<file path="src/rtl/dither_trig_ctrl.sv">
// Periodic trigger controller for a dither generator.
// Applies pending configuration once per frame, issues a one-cycle trigger,
// waits out the frame period, and captures generator results with a
// sticky timeout when a frame ends without a result.
module dither_trig_ctrl #(
  parameter int unsigned P_WAIT_RST   = 9,
  parameter int unsigned P_AVG_RST    = 4,
  parameter int unsigned P_MIN_PERIOD = 4
) (
  input  logic        i_clk,
  input  logic        i_rst,
  input  logic        i_en,
  input  logic [31:0] i_period,
  input  logic        i_cfg_wr,
  input  logic [31:0] i_wait_cnt,
  input  logic [2:0]  i_avg_sel,
  input  logic        i_gen_done,
  input  logic [31:0] i_gen_data,
  output logic        o_trig,
  output logic [31:0] o_wait_cnt,
  output logic [2:0]  o_avg_sel,
  output logic [31:0] o_data,
  output logic        o_data_vld,
  output logic [15:0] o_frame_cnt,
  output logic        o_timeout,
  output logic        o_busy,
  output logic [1:0]  o_state
);

  typedef enum logic [1:0] {
    S_IDLE  = 2'd0,
    S_APPLY = 2'd1,
    S_TRIG  = 2'd2,
    S_WAIT  = 2'd3
  } state_t;

  state_t      state;
  state_t      state_nxt;
  logic [31:0] cnt;
  logic [31:0] eff_period;
  logic        wait_exit;
  logic        done_seen;
  logic        pend_flag;
  logic [31:0] pend_wait;
  logic [2:0]  pend_avg;

  // Load value leaves room for the TRIG and APPLY cycles so the
  // trigger-to-trigger spacing equals the clamped period exactly.
  always_comb begin
    eff_period = (i_period < 32'(P_MIN_PERIOD)) ? 32'(P_MIN_PERIOD) : i_period;
  end

  // Next-state decode and state-derived outputs.
  always_comb begin
    state_nxt = state;
    wait_exit = 1'b0;
    o_trig    = (state == S_TRIG);
    o_busy    = (state != S_IDLE);
    o_state   = state;
    case (state)
      S_IDLE:  if (i_en) state_nxt = S_APPLY;
      S_APPLY: state_nxt = S_TRIG;
      S_TRIG:  state_nxt = S_WAIT;
      S_WAIT: begin
        if (cnt == '0) begin
          wait_exit = 1'b1;
          state_nxt = i_en ? S_APPLY : S_IDLE;
        end
      end
      default: state_nxt = S_IDLE;
    endcase
  end

  // State register.
  always_ff @(posedge i_clk) begin
    if (i_rst) state <= S_IDLE;
    else       state <= state_nxt;
  end

  // Frame counter, result-seen tracking and sticky timeout.
  always_ff @(posedge i_clk) begin
    if (i_rst) begin
      cnt       <= '0;
      done_seen <= 1'b0;
      o_timeout <= 1'b0;
    end else begin
      case (state)
        S_IDLE: if (i_en) o_timeout <= 1'b0;
        S_TRIG: begin
          cnt       <= eff_period - 32'd3;
          done_seen <= 1'b0;
        end
        S_WAIT: begin
          if (cnt != '0) cnt <= cnt - 32'd1;
          if (i_gen_done) done_seen <= 1'b1;
          // A result arriving on the exit cycle itself still counts.
          if (wait_exit && !(done_seen || i_gen_done)) o_timeout <= 1'b1;
        end
        default: ;
      endcase
    end
  end

  // Configuration staging: writes land in the pending slot, except a write
  // during APPLY which bypasses it and takes effect in the same frame.
  always_ff @(posedge i_clk) begin
    if (i_rst) begin
      o_wait_cnt <= 32'(P_WAIT_RST);
      o_avg_sel  <= 3'(P_AVG_RST);
      pend_flag  <= 1'b0;
      pend_wait  <= '0;
      pend_avg   <= '0;
    end else if (state == S_APPLY) begin
      if (i_cfg_wr) begin
        o_wait_cnt <= i_wait_cnt;
        o_avg_sel  <= i_avg_sel;
      end else if (pend_flag) begin
        o_wait_cnt <= pend_wait;
        o_avg_sel  <= pend_avg;
      end
      pend_flag <= 1'b0;
    end else if (i_cfg_wr) begin
      pend_wait <= i_wait_cnt;
      pend_avg  <= i_avg_sel;
      pend_flag <= 1'b1;
    end
  end

  // Result capture and frame counting, independent of FSM state.
  always_ff @(posedge i_clk) begin
    if (i_rst) begin
      o_data      <= '0;
      o_data_vld  <= 1'b0;
      o_frame_cnt <= '0;
    end else begin
      o_data_vld <= i_gen_done;
      if (i_gen_done) begin
        o_data      <= i_gen_data;
        o_frame_cnt <= o_frame_cnt + 16'd1;
      end
    end
  end

endmodule

</file>
<file path="config.mk">
export PLATFORM = sky130hd
export DESIGN_NAME = dither_trig_ctrl
export DESIGN_NICKNAME = d
export VERILOG_FILES = /design/src/rtl/dither_trig_ctrl.sv
export SDC_FILE = /design/constraint.sdc
export NUM_CORES = 1
export LEC_CHECK = 0
export BUFFER_PORTS_ARGS = -buffer_cell sky130_fd_sc_hd__buf_2
export CORE_MARGIN = 2
export CORE_UTILIZATION = 46
export DETAILED_ROUTE_END_ITERATION = 16
export PLACE_DENSITY_LB_ADDON = 0.12
export SYNTH_ARGS = -nofsm -noshare
export SYNTH_HDL_FRONTEND = slang
export SYNTH_SLANG_ARGS = --single-unit
</file>
<file path="constraint.sdc">
create_clock -name i_clk -period 5.32 [get_ports i_clk]
set_input_delay 0 -clock i_clk [delete_from_list [all_inputs] [get_ports i_clk]]
set_output_delay 0 -clock i_clk [all_outputs]
set_load 0.01 [all_outputs]
</file>
=== Yosys cells after proc, flatten, opt, wreduce, memory -nomap -nowiden ===
Cells that the tools add are included.

* Bits in registers: 156
* Input bits: 104
* Output and inout port bits: 89

* Add/subtract/negate cells: 3
* Order comparisons: 1
* Eq/ne operators: 8
* Muxes and demuxes: 18
* Bitwise logic cells: 1
* Reductions and logical operators: 17

{| class="wikitable"
|+ Operators by type and width
! cell !! count
|-
| $mux W32 || 4
|-
| $pmux W32 S2 || 1
|-
| $logic_not A32 Y1 || 1
|-
| $lt A32 B3 Y1 const B || 1
|-
| $reduce_bool A32 Y1 || 1
|-
| $sub A32 B1 Y32 const B || 1
|-
| $sub A32 B2 Y32 const B || 1
|-
| $add A16 B1 Y16 const B || 1
|-
| $ne A2 B2 Y1 const B || 5
|-
| $reduce_and A2 Y1 || 5
|-
| $pmux W2 S4 || 1
|-
| $reduce_bool A2 Y1 || 4
|-
| $mux W1 || 6
|-
| $mux W3 || 2
|-
| $eq A2 B2 Y1 const B || 2
|-
| $mux W2 || 2
|-
| $pmux W1 S2 || 2
|-
| $reduce_and A3 Y1 || 1
|-
| $eq A2 B1 Y1 const B || 1
|-
| $logic_not A2 Y1 || 1
|-
| $reduce_or A2 Y1 || 1
|-
| $logic_and A1 B1 Y1 || 1
|-
| $logic_not A1 Y1 || 1
|-
| $logic_or A1 B1 Y1 || 1
|-
| $not A1 Y1 || 1
|}

=== Depth between registers and ports, before layout ===
Gate-level depths: netlist (run 1).

* Word-level depth: 6
* Depth in mapped cells: 14

=== Least setup slack after synthesis (run 1) ===
OpenSTA, ideal clock, no wires.

* Path type: in2reg
* From: in i_period[26]
* To: reg cnt[28]
* Arrival time: 3.532 ns
* Setup slack: 1.655 ns
* Cell stages on the path: 14
* Buffers on the path: 2
* Path through: or4_1 -> or4_4 -> nor2_4 -> buf_6 -> nand3_1 -> and2_1 -> ha_1 -> or4_1 -> nand2b_4 -> or4_1 -> clkbuf_1 -> nor4_1 -> mux2i_1 -> a31oi_1

* Longest elaborated chain between the ends: 4

{| class="wikitable"
|+ Ends and longest elaborated chain
! item !! line !! text
|-
| from (decl) || 13 || <nowiki>input logic [31:0] i_period,</nowiki>
|-
| $lt A32 B3 Y1 || 50 || <nowiki>eff_period = (i_period < 32'(P_MIN_PERIOD)) ? 32'(P_MIN_PERIOD) : i_period;</nowiki>
|-
| $mux W32 (*) || 50 ||
|-
| $sub A32 B2 Y32 (*) || 90 || <nowiki>cnt <= eff_period - 32'd3;</nowiki>
|-
| $pmux W32 S2 (*) || 87 || <nowiki>case (state)</nowiki>
|-
| to (signal assigned) || 90 ||
|-
| to (signal assigned) || 94 || <nowiki>if (cnt != '0) cnt <= cnt - 32'd1;</nowiki>
|-
| to (decl) || 39 || <nowiki>logic [31:0] cnt;</nowiki>
|}

Mark *: on every way between the ends. The rest lies on a longest branch, timed or not.
A chain may end at the register's enable or synchronous reset.

=== Final worst setup path (run 1) ===
Same ends and word-level chain as after synthesis.

==> reports/qor.yml, run 1 <==
final_layout:
  area_growth_pct: 32.7
  layout_commonest_cell: "buf_2"
  fin_nets: 1260
  post-route-util: 0.619
  final_cell_mix: "buf_2, dfxtp_1, nor2_1"
  antenna_cells: 0
  design_area_um2: 10200
  fillers: 1413
  stdcell_count: 1380
  drive_gt1_frac: 0.222
yosys:
  synth_cells: 898
  synth_top_area_share: 0.408
  yosysSeqAreaShare: 0.408
  synth_area_leader_cell: "dfxtp_1"
  ys_top_cells_by_area: "dfxtp_1, mux2i_1, nor2_1, nand2_1, a211oi_1"
  synth_seq_cells: 156
  synthArstFlopShare: 0
  synth_area_per_cell_um2: 8.53
  synth_warnings: 0
  synth-edff-count: 0
  ys_types: 71
  synthesis.area_um2: 7660
  synth-main-ff-cell: "dfxtp_1"
  synth_fp_nets: 1010
worst_setup_path:
  crit_end: "cnt[28]"
  end_kind: "register"
  arrival_ns: 4.36
  crit_start: "i_period[26]"
  rr_startpoint: "cnt[0]"
  r2r-end: "cnt[31]"
  cp.required_ns: 5.61
  start_kind: "input pin"
  crit_type: "input pin to register"
  worst_r2r_path_depth: 8
  path_max_fanout: 8
  rrSetupSlack_ns: 2.05
place:
  portBuffers: 192
  routabilityCongestion: 0.883
  dpl_cell_area_um2: 8700
  dp_hpwl_um: 13700
  place_inst: 1260
  pre_cts_ws_ns: 1.38
job:
  maxCapViolCount: 0
grt:
  grt-ovfl-total: 0
  met2_usage: 0.385
  grt_pass1_vias: 6963
  grt_util_met1: 0.320
  antenna_found_initial: 0
  grt_pass1_wl_um: 34600
  grt_busiest_layer: "met2"
  use_met3: 0.0575
  grt_usage: 0.238
  grt_max_degree: 99
clocking:
  post-cts-setup-buffer-count: 0
  numCtsBuffers: 17
  clk_latency_ns: 0.43
  cts_tree: "yes"
  cts_max_level: 4
  cts_sinks: 156
  clkTransAtPathRegs_ns: 0.07
  cts.repair.resized: 0
  root_buffer: "clkbuf_16"
  clockBufferDepth: 2
  cts.hold.buffers_added: 89
sta:
  rsz0062_at_grt: "no"
  relSlewSlack: 0.303
  worst_slack_ns: 1.25
  tightest_slew_ns: 1.05
  fin_crit_ns: 4.07
  worst_clock_skew_ns: 0.00867
  finalCritPeriodShare: 0.764
  hold_viol_final: 0
  fin_setup_tns_ns: 0
  fmax_mhz: 246
  finalSetupViolCount: 0
  slew_viol_final: 0
pwr:
  p_leak_nw: 4.26
  powerDensity_nw_per_um2: 475
  vdd_ir_drop_max_uv: 261
  p_clk_frac: 0.246
  p_int_w: 0.00286
  power_frac_comb: 0.421
  p_sw_frac: 0.408
  switchingPower_w: 0.00197
  sequentialPowerShare: 0.333
floorplanning:
  coreArea_um2: 16400
  io_pins: 193
  row_count: 47
  start_util: 0.467
  die_h_um: 133
  die_x_um: 133
  dieArea_um2: 17700
drt:
  dr.pass1.iters: 5
  first_iter_violations: 502
  post_drt_wl_per_cell_um: 15.6
  routed_wl_um: 21500
  drc: 0
  num_vias: 7435
  viasPerCell: 5.39
  ant_nets: 0
status:
  status: "finished, final reports clean"
hold_path:
  hold_path_class: "input pin to register"
[cell type report]
type | count | area [um2] | share of cell area
Tap cell | 220 | 275 | 0.0271
Clock inverter | 13 | 134 | 0.0132
Sequential cell | 156 | 3120 | 0.307
Timing Repair Buffer | 291 | 1930 | 0.190
Clock buffer | 18 | 439 | 0.0432
Multi-Input combinational cell | 669 | 4210 | 0.414
Inverter | 13 | 48.8 | 0.00480
[stage by stage]
| stage | total power [W] | hold WS, ns |
|---|---|---|
| after floorplan | 0.00305 | 0.133 |
| after global placement | 0.00356 | 0.231 |
| after detailed placement | 0.00357 | 0.242 |
| final | 0.00482 | 0.0269 |
| after CTS | 0.00483 | 0.0102 |
| after global routing | 0.00513 | 0.0392 |
[metal layers]
layer,vias up,share of wire
met4,0,0.012
met2,283,0.46
met5,-,0
met3,21,0.074
li1,3752,-
met1,3379,0.46
[synthesized netlist by cell type (all sizes together), types with 14 or more instances]
library cell and number:
buf 18, clkbuf 42, nor3 18, mux2i 73, o21ai 27, a21oi 55
a211oi 43, nor4 23, xnor2 18, dfxtp 156, nand2 107, nand3 20
or3 14, nor2 116
[worst min path at each step]
stage / depth (start not counted) / start / end
5_1_grt: 3 / i_period[19] / cnt[19]
3_3_place_gp: 3 / i_gen_data[8] / o_data[8]
2_1_floorplan: 2 / i_avg_sel[0] / pend_avg[0]
3_5_place_dp: 3 / i_gen_data[11] / o_data[11]
4_1_cts: 3 / i_period[7] / cnt[7]
6_report: 3 / i_period[19] / cnt[19]
[logic make-up (layout without fill, tap and decap cells)]
kind of cell,Yosys count,after routing,synth area share
flip-flops,156,156,0.408
AO/OA/AOI/OAI,199,199,0.173
buffers and inverters,73,335,0.0441
adder cells (fa/ha/maj),8,8,0.0131
XOR/XNOR,28,28,0.0320
multiplexers,74,74,0.0969
AND/OR/NAND/NOR,360,360,0.233
[power groups by stage]
stage          Sequential, W  Clock [W]  Combinational, W
6_report             0.00161    0.00119           0.00203
4_1_cts              0.00160    0.00121           0.00201
2_1_floorplan        0.00163          0           0.00142
3_5_place_dp         0.00162          0           0.00195
5_1_grt              0.00164    0.00126           0.00223
3_3_place_gp         0.00162          0           0.00194
[sequential cells by signal (all words and copies together) (netlist names)]
register	flops
pend_avg	3
o_avg_sel	3
pend_flag	1
o_state	2
o_frame_cnt	16
pend_wait	32
o_timeout	1
done_seen	1
o_wait_cnt	32
o_data	32
cnt	32
o_data_vld	1
[worst max-delay path, stage by stage]
cell and delay (ns):
dlygate4sd3_1 0.54, buf_2 0.13, or4_1 0.58, or4_4 0.49, nor2_4 0.16, nand3_1 0.13
and2_1 0.21, ha_1 0.24, or4_1 0.47, nand2b_4 0.21, or4_1 0.58, nor4_1 0.29
mux2i_1 0.23, a31oi_1 0.09
No activity file was read; power rests on OpenSTA's default activity.
==> run 2: changes to the inputs <==
--- a/config.mk
+++ b/config.mk
@@ -5,6 +5,7 @@
 export SDC_FILE = /design/constraint.sdc
 export NUM_CORES = 1
 export LEC_CHECK = 0
+export ABC_AREA = 1
 export BUFFER_PORTS_ARGS = -buffer_cell sky130_fd_sc_hd__buf_2
 export CORE_MARGIN = 2
 export CORE_UTILIZATION = 46
==> constraint.sdc (replaced) <==
create_clock -name i_clk -period 3.65 [get_ports i_clk]
set_input_delay 0 -clock i_clk [delete_from_list [all_inputs] [get_ports i_clk]]
set_output_delay 0 -clock i_clk [all_outputs]
set_load 0.01 [all_outputs]
==> run 2 against run 1 <==
Clock power rose by 54%. First-iteration DRC count rose by 21%. Clock-buffer cell count did not move. Critical path type unchanged. Largest cell class unchanged. Largest power group unchanged.
==> reports/qor.yml, run 2 <==
status:
  status: "finished, final reports clean"  # unchanged
floorplanning:
  io_pins: 193  # unchanged
  coreArea_um2: 17200  # was 16,400 um2
  row_count: 48  # was 47
  start_util: 0.467  # about the same
  dieArea_um2: 18500  # was 17,700 um2
  die_x_um: 136  # was 133 um
  die_h_um: 136  # was 133 um
pwr:
  p_sw_frac: 0.410  # was 0.408
  p_clk_frac: 0.262  # was 0.246
  vdd_ir_drop_max_uv: 477  # was 261 uV
  p_total_w: 0.00697  # was 0.00482 W
  switchingPower_w: 0.00286  # was 0.00197 W
  sequentialPowerShare: 0.346  # was 0.333
  power_frac_comb: 0.392  # was 0.421
  powerDensity_nw_per_um2: 657  # was 475 nW/um2
  p_int_w: 0.00411  # was 0.00286 W
  p_leak_nw: 4.91  # was 4.26 nW
yosys:
  ys_top_cells_by_area: "dfxtp_1, nand2_1, nor2_1, o21ai_0, a21oi_1"  # was dfxtp_1, mux2i_1, nor2_1, nand2_1, a211oi_1
  synth_cells: 1239  # was 898
  synth-main-ff-cell: "dfxtp_1"  # unchanged
  synth_area_leader_cell: "dfxtp_1"  # unchanged
  ys_types: 40  # was 71
  synth_fp_nets: 1351  # was 1,010
  synth_top_area_share: 0.389  # was 0.408
  synth_area_per_cell_um2: 6.47  # was 8.53 um2
  yosysMostFrequentCell: "nand2_1"  # was dfxtp_1
  synthArstFlopShare: 0  # unchanged
  synth_warnings: 0  # unchanged
  synth.top_cells.by_count: "nand2_1, nor2_1, dfxtp_1"  # was dfxtp_1, nor2_1, nand2_1
  synthesis.area_um2: 8020  # was 7660 um2
  synth-edff-count: 0  # unchanged
  yosysSeqAreaShare: 0.389  # was 0.408
  synth_seq_cells: 156  # unchanged
worst_setup_path:
  r2r-end: "cnt[14]"  # was cnt[31]
  crit_type: "input pin to register"  # unchanged
  rrSetupSlack_ns: 1.31  # was 2.05 ns
  worst_r2r_path_depth: 11  # was 8
  rr_startpoint: "cnt[0]"  # unchanged
  end_kind: "register"  # unchanged
  start_kind: "input pin"  # unchanged
  path_max_fanout: 7  # was 8
  arrival_ns: 2.92  # was 4.36 ns
  cp.required_ns: 4.01  # was 5.61 ns
hold_path:
  hold_path_class: "input pin to register"  # unchanged
  min-delay-start: "i_period[30]"  # was i_period[19]
  worstHoldEndpoint: "cnt[30]"  # was cnt[19]
  whs_path_depth: 5  # was 3
drt:
  post_drt_wl_per_cell_um: 14.1  # was 15.6 um
  drc: 0  # unchanged
  ant_nets: 0  # unchanged
  dr.pass1.iters: 5  # unchanged
  first_iter_violations: 606  # was 502
  routed_wl_um: 24400  # was 21,500 um
  viasPerCell: 5.13  # was 5.39
  num_vias: 8879  # was 7,435
clocking:
  clk_latency_ns: 0.43  # about the same
  post-cts-setup-buffer-count: 0  # unchanged
  cts_sinks: 156  # unchanged
  numCtsBuffers: 17  # unchanged
  clkTransAtPathRegs_ns: 0.06  # was 0.07 ns
  root_buffer: "clkbuf_16"  # unchanged
  clockBufferDepth: 2  # unchanged
  cts_tree: "yes"  # unchanged
  cts_max_level: 4  # unchanged
place:
  routabilityCongestion: 0.913  # was 0.883
  portBuffers: 192  # unchanged
  dp_hpwl_um: 16600  # was 13,700 um
sta:
  rsz0062_at_grt: "no"  # unchanged
  worst_clock_skew_ns: 0.0130  # was 0.00867 ns
  fmax_mhz: 390
  slew_viol_final: 0  # unchanged
  fin_setup_tns_ns: 0  # unchanged
  hold_viol_final: 0  # unchanged
  finalCritPeriodShare: 0.702
  fin_crit_ns: 2.56
  relSlewSlack: 0.396  # was 0.303
  tightest_slew_ns: 0.905  # was 1.05 ns
  finalSetupViolCount: 0  # unchanged
grt:
  grt_pass1_wl_um: 39400  # was 34,600 um
  grt_usage: 0.264  # was 0.238
  antenna_found_initial: 0  # unchanged
  grt_pass1_vias: 7987  # was 6,963
  grt-ovfl-total: 0  # unchanged
  grt_max_degree: 62  # was 99
final_layout:
  fin_nets: 1604  # was 1,260
  layout_commonest_cell: "nand2_1"  # was buf_2
  drive_gt1_frac: 0.171  # was 0.222
  area_growth_pct: 32.1  # was 32.7%
  antenna_cells: 0  # unchanged
  post-route-util: 0.617  # was 0.619
  final_cell_mix: "nand2_1, nor2_1, buf_2"  # was buf_2, dfxtp_1, nor2_1
job:
  maxCapViolCount: 0  # unchanged
-- run 2: cell types whose count changed after synthesis, moves of 9 or more --
cell and change:
nand3_1 +32, nand2_1 +183, a211oi_1 -40, nor2_1 +95, and2_1 -9, inv_1 +100
o21ai_0 +101, or3_1 -13, a21oi_1 +38, a31oi_1 +22, nor4_1 -16, mux2i_1 -73
-- run 2: timing repair --
action	4_1_cts	5_1_grt
hold buffers	88	0
resized for setup	0	0
hold endpoints to repair	123	0
setup endpoints to repair	0	0
-- run 2: worst max path at each step --
stage | slack [ns] | from | end
final | 1.09 | i_period[24] | cnt[26]
after global routing | 0.77 | i_period[9] | cnt[24]
after CTS | 1.16 | i_period[24] | cnt[26]
after detailed placement | 1.28 | i_period[24] | cnt[26]
after global placement | 1.30 | i_period[28] | cnt[26]
after floorplan | 1.85 | cnt[0] | cnt[26]
-- run 2: critical path, stage by stage --
cell and delay, ns:
dlygate4sd3_1 0.53, buf_2 0.15, inv_1 0.13, nand2_1 0.08
nor2_1 0.11, nand2_1 0.08, nor2_1 0.15, nand2_1 0.12
nand2_1 0.11, inv_1 0.05, ha_1 0.20, nor2_1 0.10
nand4_1 0.29, nor2_1 0.39, nand3_1 0.13, nand2_1 0.08
nand3_1 0.06, a21oi_1 0.16
-- run 2: layer usage --
| metal | vias to the layer above | wire length [um] | GRT usage |
|---|---|---|---|
| met1 | 4059 | 11200 | 0.354 |
| met2 | 255 | 11200 | 0.422 |
| met3 | 40 | 1430 | 0.0559 |
| met5 | - | 0 | 0 |
| met4 | 0 | 514 | 0.0874 |
| li1 | 4525 | - | - |
-- run 2: area by class of cell --
class | count | area (um2)
tap | 225 | 282
timing repair buffer | 292 | 1930
inverter | 118 | 448
clock buffer | 18 | 429
fill | 1674 | 6580
multi-input combinational | 907 | 4210
clock inverter | 14 | 176
sequential | 156 | 3120
-- run 2: power groups by stage --
stage               clock, W  combinational (W)  sequential [W]
floorplan                  0            0.00188         0.00244
global placement           0            0.00259         0.00243
detailed placement         0            0.00262         0.00243
CTS                  0.00186            0.00270         0.00240
global route         0.00193            0.00309         0.00246
finish               0.00183            0.00273         0.00241
-- run 2: cells by family (layout without fill, tap and decap cells) --
kind of cell	Yosys count	count (layout)	share of synthesized area
and+or+nand+nor	612	612	0.313
AOI/OAI and AO/OA	267	267	0.176
buffers and inverters	176	442	0.0871
DFF	156	156	0.389
xor gates and xnor gates	20	20	0.0218
adders and majority gates	8	8	0.0125
-- run 2: metrics by stage --
stage	hold slack (ns)	area [um2]	worst slack (ns)	std cells
floorplan	0.135	8020	1.85	1239
global placement	0.221	9110	1.30	1610
detailed placement	0.228	9110	1.28	1610
CTS	0.0211	10600	1.16	1730
global route	0.0314	10600	0.769	1730
finish	0.0198	10600	1.09	1730
==> run 3: changes to the inputs <==
==> constraint.sdc (replaced) <==
create_clock -name i_clk -period 2.4 [get_ports i_clk]
set_input_delay 0 -clock i_clk [delete_from_list [all_inputs] [get_ports i_clk]]
set_output_delay 0 -clock i_clk [all_outputs]
set_load 0.01 [all_outputs]
==> run 3 against run 2 <==
Final cell count increased by 0.23%. Non-clock buffer count increased by 4. Die area unchanged. Design area increased by 1.1%. Total power increased by 51%. Highest routed layer unchanged. Sequential power increased by 51%. Core utilization increased by 0.67 points. Largest power group unchanged. Sequential share of layout area decreased by 0.32 points. Routed wire length decreased by 0.31%. Critical path type unchanged. Worst hold slack improved by 0.0072 ns. Worst setup slack got worse by 0.90 ns.
==> reports/qor.yml, run 3 (synthesized netlist as in run 2, its figures left out) <==
status:
  status: "finished, final reports clean"  # unchanged
worst_setup_path:
  crit_type: "input pin to register"  # unchanged
  start_kind: "input pin"  # unchanged
  path_max_fanout: 7  # unchanged
  arrival_ns: 2.58  # was 2.92 ns
  cp.required_ns: 2.76  # was 4.01 ns
  end_kind: "register"  # unchanged
floorplanning:
  die_h_um: 136  # unchanged
  io_pins: 193  # unchanged
  start_util: 0.467  # unchanged
  coreArea_um2: 17200  # unchanged
  row_count: 48  # unchanged
  dieArea_um2: 18500  # unchanged
  die_x_um: 136  # unchanged
drt:
  first_iter_violations: 537  # was 606
  routed_wl_um: 24300  # was 24,400 um
  ant_nets: 0  # unchanged
  post_drt_wl_per_cell_um: 14.0  # was 14.1 um
  dr.pass1.iters: 5  # unchanged
  viasPerCell: 5.11  # was 5.13
  drc: 0  # unchanged
  num_vias: 8864  # was 8,879
grt:
  grt_max_degree: 83  # was 62
  grt_pass1_vias: 8142  # was 7,987
  antenna_found_initial: 0  # unchanged
  grt-ovfl-total: 0  # unchanged
  grt_pass1_wl_um: 39600  # was 39,400 um
  grt_usage: 0.266  # was 0.264
clocking:
  root_buffer: "clkbuf_16"  # unchanged
  clockBufferDepth: 2  # unchanged
  cts_sinks: 156  # unchanged
  numCtsBuffers: 17  # unchanged
  cts_max_level: 4  # unchanged
  cts_tree: "yes"  # unchanged
  clk_latency_ns: 0.43  # about the same
  clkTransAtPathRegs_ns: 0.07  # was 0.06 ns
final_layout:
  fillers: 1674  # unchanged
  antenna_cells: 0  # unchanged
  post-route-util: 0.624  # was 0.617
  area_growth_pct: 33.6  # was 32.1%
  fin_nets: 1608  # was 1,604
  final_cell_mix: "nand2_1, nor2_1, buf_2"  # unchanged
  drive_gt1_frac: 0.180  # was 0.171
  layout_commonest_cell: "nand2_1"  # unchanged
sta:
  slew_viol_final: 0  # unchanged
  tightest_slew_ns: 0.537  # was 0.905 ns
  fin_crit_ns: 2.22
  worst_hold_slack_ns: 0.0270  # was 0.0198 ns
  fin_setup_tns_ns: 0  # unchanged
  hold_viol_final: 0  # unchanged
  finalCritPeriodShare: 0.924
  fmax_mhz: 451
  relSlewSlack: 0.639  # was 0.396
  worst_clock_skew_ns: 0.0176  # was 0.0130 ns
  finalSetupViolCount: 0  # unchanged
place:
  dp_hpwl_um: 16000  # was 16,600 um
  portBuffers: 192  # unchanged
  routabilityCongestion: 0.924  # was 0.913
pwr:
  vdd_ir_drop_max_uv: 649  # was 477 uV
  p_leak_nw: 4.94  # was 4.91 nW
  powerDensity_nw_per_um2: 981  # was 657 nW/um2
job:
  maxCapViolCount: 0  # unchanged
hold_path:
  hold_path_class: "input pin to register"  # unchanged
==> run 3: final timing paths <==
kind	start	to	slack, ns	cells past startpoint
worst max-delay path	i_period[7]	cnt[26]	0.18	19
worst min-delay path	i_period[6]	cnt[6]	0.03	5
worst max register to register	cnt[0]	cnt[15]	0.33	13
worst min register to register	o_timeout	o_timeout	0.44	2
==> run 3: cell type report <==
class / count / area (um2) / share of cell area
Inverter: 118 / 448 / 0.0418
Tap cell: 225 / 282 / 0.0263
Clock inverter: 14 / 145 / 0.0135
Multi-Input combinational cell: 907 / 4250 / 0.397
Clock buffer: 18 / 439 / 0.0410
Sequential cell: 156 / 3120 / 0.292
Timing Repair Buffer: 296 / 2030 / 0.189
==> run 3: critical path, cell delays in order <==
cell           delay, ns
dlygate4sd3_1       0.54
buf_2               0.15
inv_1               0.05
nand2_1             0.08
nor2_1              0.15
nand2_1             0.07
nor2_1              0.13
nand2_2             0.10
nand2_2             0.09
inv_1               0.04
ha_1                0.19
nor2_1              0.10
nand4_1             0.10
buf_4               0.17
nor2_1              0.24
nand3_1             0.11
nand2_1             0.07
nand3_1             0.06
a21oi_1             0.14
==> run 3: where the power goes <==
part	switching [W]	internal, W	total [W]
Sequential	0.000473	0.00318	0.00365
Combinational	0.00267	0.00154	0.00421
Clock	0.00123	0.00141	0.00265
==> run 3: what timing repair did <==
action | CTS | global route
hold endpoints to repair | 127 | 0
hold buffers | 92 | 0
resized for setup | 0 | 16
setup buffers | 0 | 1
endpoints found under the setup margin | 0 | 11
==> run 3: per-stage QoR <==
| stage | power, W | std cells | setup WS [ns] | area [um2] |
|---|---|---|---|---|
| after global placement | 0.00767 | 1611 | 0.236 | 9170 |
| final | 0.0105 | 1734 | 0.183 | 10700 |
| after detailed placement | 0.00771 | 1611 | 0.167 | 9170 |
| after global routing | 0.0113 | 1734 | -0.0195 | 10700 |
| after CTS | 0.0105 | 1735 | 0.0714 | 10700 |
| after floorplan | 0.00657 | 1239 | 0.598 | 8020 |
==> run 3: metal layers <==
layer | part of all wire | routed length, um | GRT usage
met5 | 0 | 0 | 0
met4 | 0.017 | 420 | 0.0822
met3 | 0.061 | 1470 | 0.0694
met2 | 0.46 | 11200 | 0.428
met1 | 0.46 | 11100 | 0.348
